$ cat config.mk
export PLATFORM = sky130hd
export DESIGN_NAME = video_out_fetch
export DESIGN_NICKNAME = d
export VERILOG_FILES = /design/src/rtl/video_out_fetch.sv
export SDC_FILE = /design/constraint.sdc
export NUM_CORES = 1
export LEC_CHECK = 0
export CORE_MARGIN = 4
export CORE_UTILIZATION = 55
export CTS_CLUSTER_SIZE = 20
export DETAILED_ROUTE_END_ITERATION = 10
export GPL_ROUTABILITY_DRIVEN = 0
export PLACE_DENSITY_LB_ADDON = 0.2
export SKIP_LAST_GASP = 1
export SYNTH_ARGS = -nofsm -noshare
export SYNTH_HDL_FRONTEND = slang
export SYNTH_SLANG_ARGS = --single-unit
$ cat constraint.sdc
create_clock -name clk -period 5.3 [get_ports clk]
set_input_delay 0.53 -clock clk [delete_from_list [all_inputs] [get_ports clk]]
set_output_delay 0.53 -clock clk [all_outputs]
set_load 0.02 [all_outputs]
$ cat src/rtl/video_out_fetch.sv
// video_out_fetch: Wishbone master that prefetches a packed 8-bit frame into a FIFO and replays it as a raster.
// Defining VIDEO_OUT_UNDERFLOW_CNT_EN adds a saturating underflow_cnt output.
//
// state | meaning
// IDLE  | no bus cycle; waits for a free FIFO slot and an unfinished frame
// REQ   | read cycle in flight; ACK/ERR pushes a word and advances the address
// DRAIN | frame boundary hit mid-cycle; finish the cycle and drop its data
module video_out_fetch #(
    parameter int H_ACTIVE   = 640,
    parameter int H_TOTAL    = 800,
    parameter int V_ACTIVE   = 480,
    parameter int V_TOTAL    = 525,
    parameter int FIFO_DEPTH = 8
) (
    input  logic        clk,
    input  logic        nRST,
    input  logic [31:0] wb_reg_data,
    input  logic        wb_reg_ctr,
    output logic        p_wb_STB_O,
    output logic        p_wb_CYC_O,
    output logic        p_wb_LOCK_O,
    output logic [3:0]  p_wb_SEL_O,
    output logic [31:0] p_wb_ADR_O,
    input  logic        p_wb_ACK_I,
    input  logic        p_wb_ERR_I,
    input  logic [31:0] p_wb_DAT_I,
    output logic        line_valid,
    output logic        frame_valid,
    output logic [7:0]  pixel_out,
    output logic        interrupt
`ifdef VIDEO_OUT_UNDERFLOW_CNT_EN
    ,
    output logic [15:0] underflow_cnt
`endif
);

    localparam int HW          = $clog2(H_TOTAL);
    localparam int VW          = $clog2(V_TOTAL);
    localparam int AW          = $clog2(FIFO_DEPTH);
    localparam int FRAME_WORDS = H_ACTIVE * V_ACTIVE / 4;
    localparam int WCW         = $clog2(FRAME_WORDS + 1);

    typedef enum logic [1:0] {IDLE, REQ, DRAIN} state_t;
    state_t state, state_nx;

    logic           running;
    logic [31:0]    pending_base, cur_addr;
    logic [HW-1:0]  h;
    logic [VW-1:0]  v;
    logic [WCW-1:0] word_cnt;
    logic [31:0]    mem [FIFO_DEPTH];
    logic [AW-1:0]  rd_ptr, wr_ptr;
    logic [AW:0]    count;
    logic           grp_ok_q;

    logic        boundary, active, vis, bus_done, push, pop, empty, full, grp_ok;
    logic [1:0]  k;
    logic [31:0] head;

    assign k        = h[1:0];
    assign vis      = running && (v < VW'(V_ACTIVE));
    assign active   = vis && (h < HW'(H_ACTIVE));
    assign boundary = running && (h == '0) && (v == VW'(V_ACTIVE));
    assign empty    = (count == '0);
    assign full     = (count == (AW+1)'(FIFO_DEPTH));
    assign bus_done = p_wb_ACK_I || p_wb_ERR_I;
    // A word landing on the boundary cycle belongs to the old frame: the flush wins.
    assign push     = (state == REQ) && bus_done && !boundary;
    // Underflow is decided once per 4-pixel group, at byte 0.
    assign grp_ok   = (k == 2'd0) ? !empty : grp_ok_q;
    assign pop      = active && (k == 2'd3) && grp_ok;
    assign head     = mem[rd_ptr];

    assign p_wb_LOCK_O = 1'b0;

    always_ff @(posedge clk or negedge nRST) begin
        if (!nRST) begin
            running      <= 1'b0;
            pending_base <= '0;
            h            <= '0;
            v            <= VW'(V_ACTIVE);
        end else begin
            if (wb_reg_ctr) begin
                running      <= 1'b1;
                pending_base <= wb_reg_data;
            end
            if (running) begin
                if (h == HW'(H_TOTAL - 1)) begin
                    h <= '0;
                    v <= (v == VW'(V_TOTAL - 1)) ? '0 : v + 1'b1;
                end else begin
                    h <= h + 1'b1;
                end
            end
        end
    end

    always_ff @(posedge clk or negedge nRST) begin
        if (!nRST) begin
            cur_addr <= '0;
            word_cnt <= '0;
        end else if (boundary) begin
            cur_addr <= pending_base;
            word_cnt <= '0;
        end else if (push) begin
            cur_addr <= cur_addr + 32'd4;
            word_cnt <= word_cnt + 1'b1;
        end
    end

    always_ff @(posedge clk) begin
        if (push) mem[wr_ptr] <= p_wb_ACK_I ? p_wb_DAT_I : 32'h0;
    end

    always_ff @(posedge clk or negedge nRST) begin
        if (!nRST) begin
            rd_ptr <= '0;
            wr_ptr <= '0;
            count  <= '0;
        end else if (boundary) begin
            rd_ptr <= '0;
            wr_ptr <= '0;
            count  <= '0;
        end else begin
            if (push) wr_ptr <= wr_ptr + 1'b1;
            if (pop)  rd_ptr <= rd_ptr + 1'b1;
            if (push && !pop)      count <= count + 1'b1;
            else if (pop && !push) count <= count - 1'b1;
        end
    end

    always_ff @(posedge clk or negedge nRST) begin
        if (!nRST) state <= IDLE;
        else       state <= state_nx;
    end

    always_comb begin
        state_nx = state;
        case (state)
            IDLE:    if (running && !boundary && (word_cnt < WCW'(FRAME_WORDS)) && !full)
                         state_nx = REQ;
            REQ:     if (bus_done)      state_nx = IDLE;
                     else if (boundary) state_nx = DRAIN;
            DRAIN:   if (bus_done)      state_nx = IDLE;
            default: state_nx = IDLE;
        endcase
    end

    always_ff @(posedge clk or negedge nRST) begin
        if (!nRST) begin
            p_wb_STB_O <= 1'b0;
            p_wb_CYC_O <= 1'b0;
            p_wb_SEL_O <= 4'h0;
            p_wb_ADR_O <= '0;
        end else begin
            p_wb_STB_O <= (state_nx != IDLE);
            p_wb_CYC_O <= (state_nx != IDLE);
            p_wb_SEL_O <= (state_nx != IDLE) ? 4'hF : 4'h0;
            if (state == IDLE && state_nx == REQ) p_wb_ADR_O <= cur_addr;
        end
    end

    always_ff @(posedge clk or negedge nRST) begin
        if (!nRST) begin
            line_valid  <= 1'b0;
            frame_valid <= 1'b0;
            pixel_out   <= 8'h00;
            interrupt   <= 1'b0;
            grp_ok_q    <= 1'b0;
        end else begin
            frame_valid <= vis;
            line_valid  <= active;
            interrupt   <= boundary;
            pixel_out   <= (active && grp_ok) ? head[{k, 3'b000} +: 8] : 8'h00;
            if (active && k == 2'd0) grp_ok_q <= !empty;
        end
    end

`ifdef VIDEO_OUT_UNDERFLOW_CNT_EN
    always_ff @(posedge clk or negedge nRST) begin
        if (!nRST)
            underflow_cnt <= '0;
        else if (active && k == 2'd0 && empty && underflow_cnt != 16'hFFFF)
            underflow_cnt <= underflow_cnt + 1'b1;
    end
`endif

endmodule
==> flow_metrics.tcl <==
set metrics [dict create \
    status "finished, final reports clean" \
    dp_hpwl_um 22000 \
    grt_pass1_wl_um 56500 \
    r2r_setup_slack_ns 1.75 \
    synth.mux.area_fraction_pct 12.3 \
    antennaDiodeCount 0 \
    final_hold_viol_count 0 \
    postSynthCellCount 1186 \
    yosys-top-cells-area "edfxtp_1 (44%), dfrtp_1 (22%), mux2i_1 (5.3%)" \
    cts_htree_levels 2 \
    dieArea_mm2 0.0347 \
    slew_viol_final 0 \
    fillers 2170 \
    synth_common_cells "edfxtp_1 (256), dfrtp_1 (155), mux2i_1 (93)" \
    drtIter0Drc 808 \
    syn_nets 1266 \
    finClkSkew_ns 0.0101 \
    p_per_area_mw_per_mm2 516 \
    synth.top_cell.area_share_pct 44.0 \
    synth-simple-area-share_pct 9.24 \
    via_count 10200 \
    synth_top_family_by_area "multiplexers" \
    timing.setup.tns_ns 0 \
    post_cts_resized 0 \
    ys_types 65 \
    chipWidth_um 186 \
    tightest_slew_ns 1.09 \
    grt_overflow_total 0 \
    antenna_left 0 \
    period_needed_ns 3.55 \
    rsz0062_at_grt "false" \
    crit_required_ns 5.75 \
    cts_root_buffer "clkbuf_16" \
    synthArstFlopShare_pct 38.3 \
    slew_headroom_pct 27.0 \
    drcViolationCount 0 \
    finalCoreUtilization_pct 65.9 \
    insertion_delay_ns 0.53 \
    worstPathMaxFanout 28 \
    slowest_delay_ns 0.52 \
    cp-start-kind "flop" \
    cts_buffers 43 \
    yosysMostFrequentCell "edfxtp_1" \
    grt_use_total_pct 20.8 \
    synth-main-ff-cell "edfxtp_1" \
    finalNetCount 1386 \
    dieHeight_um 186 \
    drt-total-wl_um 35800 \
    fin_crit_sh_pct 67.0 \
    avgSynthCellArea_um2 14.7 \
    crit_arrival_ns 4.01 \
    rr_worst_depth 13 \
    hold_buffers 0 \
    vias_per_cell 5.86 \
    min-delay-path-class "in -> async" \
    yosysSeqAreaShare_pct 66.8 \
    synth_xor_area_share_pct 2.91 \
    grt_max_degree 89 \
    rows 64 \
    ir_drop_mv 0.347 \
    pin_count 119 \
    max_clock_freq_ghz 0.282 \
    end_kind "flop" \
    dr.pass1.iters 5 \
    cts_setup_buffers 0 \
    routedWlPerCell_um 20.6 \
    drive_above_1_share_pct 13.2 \
    crit_type "reg -> reg" \
    io_buffers 117 \
    whs_ns 0.0468 \
    cts_tree "built" \
    yosys_warnings 0 \
    yosysTopAreaCell "edfxtp_1" \
    rr_endpoint "count[3]$_DFFE_PN0P_" \
    start_util_pct 56.3 \
    grt_pass1_vias 10300 \
    synth.ff_latch_count 415 \
    core-area_mm2 0.0310 \
    syn_to_final_growth_pct 17.0 \
    synthAdderAreaFrac_pct 0.831 \
    syn_area_mm2 0.0175 \
    clockBufferDepth 3 \
    cp_top_family "simple AND/OR/NAND/NOR gates" \
    critPathSlowestCell "or4b_1" \
    antenna_found_initial 0 \
    path_clk_slew_ns 0.06 \
    cts.sinks 415 \
    path_buf_inv 2 \
    r2r_start "h[0]$_DFFE_PN0P_" \
    synth_compound_area_share_pct 5.34 \
    synth_edf_count 256 \
    cp_cell_sequence "buf_4 > inv_1 > ha_1 > or4b_1 > nor4_4 > and2_1 > or3_1 > ha_1 > a21o_1 > a21o_1 > or4_1 > o21ai_0 > mux2i_1" \
    setup_viol 0 \
    cap_violations 0 \
    leakagePower_nw 7.39 \
]
==> power by group <==
group / internal, mW / switching (mW) / total, mW
logic: 1.32 / 1.64 / 2.96
clock network: 1.83 / 1.20 / 3.03
registers: 4.09 / 0.463 / 4.56
total: 7.24 / 3.30 / 10.5
==> metal layers <==
layer | vias to the layer above | share of wire (%) | track usage [%]
li1 | 4696 | - | -
met1 | 5128 | 43 | 29.0
met2 | 262 | 49 | 34.4
met3 | 69 | 4.8 | 3.40
met4 | 0 | 2.6 | 6.38
met5 | - | 0 | 0
==> area by class of cell <==
| class | instances | area, um^2 | area share (%) |
|---|---|---|---|
| tap | 396 | 495 | 2.43 |
| clock inverter | 19 | 206 | 1.01 |
| sequential | 415 | 11700 | 57.2 |
| inverter | 20 | 75.1 | 0.368 |
| multi-input combinational | 686 | 5400 | 26.4 |
| timing repair buffer | 140 | 1350 | 6.59 |
| clock buffer | 58 | 1230 | 6.03 |
==> per-stage QoR <==
stage	total power, mW	instance area [um^2]	cells	setup slack [ns]
3_3_place_gp	7.52	19000	1657	1.84
6_report	10.5	20400	1734	1.75
4_1_cts	10.6	20400	1734	1.74
5_1_grt	11.1	20400	1734	1.52
3_5_place_dp	7.59	19000	1657	1.76
2_1_floorplan	6.58	17500	1186	0.625
==> worst max path at each step <==
stage / start / end / slack [ns] / cells after the start
6_report: h[0]$_DFFE_PN0P_ / count[3]$_DFFE_PN0P_ / 1.75 / 13
5_1_grt: h[0]$_DFFE_PN0P_ / count[3]$_DFFE_PN0P_ / 1.52 / 13
4_1_cts: h[0]$_DFFE_PN0P_ / count[3]$_DFFE_PN0P_ / 1.74 / 13
3_5_place_dp: h[0]$_DFFE_PN0P_ / count[3]$_DFFE_PN0P_ / 1.76 / 13
3_3_place_gp: h[0]$_DFFE_PN0P_ / count[3]$_DFFE_PN0P_ / 1.84 / 13
2_1_floorplan: h[0]$_DFFE_PN0P_ / mem[2][0]$_DFFE_PP_ / 0.63 / 9
==> cell families (layout without fill, tap and decap cells) <==
logic type / count (synthesis) / after routing
flip-flops: 415 / 415
AND/OR/NAND/NOR: 298 / 298
multiplexers: 179 / 179
AO/OA/AOI/OAI: 139 / 139
buffers and inverters: 85 / 237
XOR/XNOR: 58 / 58
adder cells (fa/ha/maj): 11 / 11
other: 1 / 1
==> flip-flops by register name (all words and copies together), names as in the netlist, 2 cells and up <==
name          count
wr_ptr            3
v                10
pending_base     32
pixel_out         8
state             2
word_cnt         17
mem             256
count             4
p_wb_ADR_O       32
cur_addr         32
rd_ptr            3
h                10
==> cell usage in the layout, fill, tap and decap left out, types with 6 or more instances in the layout <==
cell type          n
clkbuf_1           6
o22ai_1            7
o21ai_0           43
mux2_2            35
a221oi_1          14
clkbuf_16         45
nor2b_1            9
or3_1              7
a2111oi_0          7
nand4_1           17
edfxtp_1         256
and2_1            36
ha_1              10
dfrtp_1          154
inv_1             20
nand2_1           84
and3_1             6
mux2i_1           93
buf_4             23
nor2_1            38
and4_1             6
a22oi_1           14
a22o_1            14
mux4_2            22
xor2_1            12
a21oi_1           16
nand3_1           18
nand2b_1           7
nor4_1            24
xnor2_1           46
clkdlybuf4s50_1  116
mux2_1            29
nor3_1            13
No activity file was read; power rests on OpenSTA's default activity.
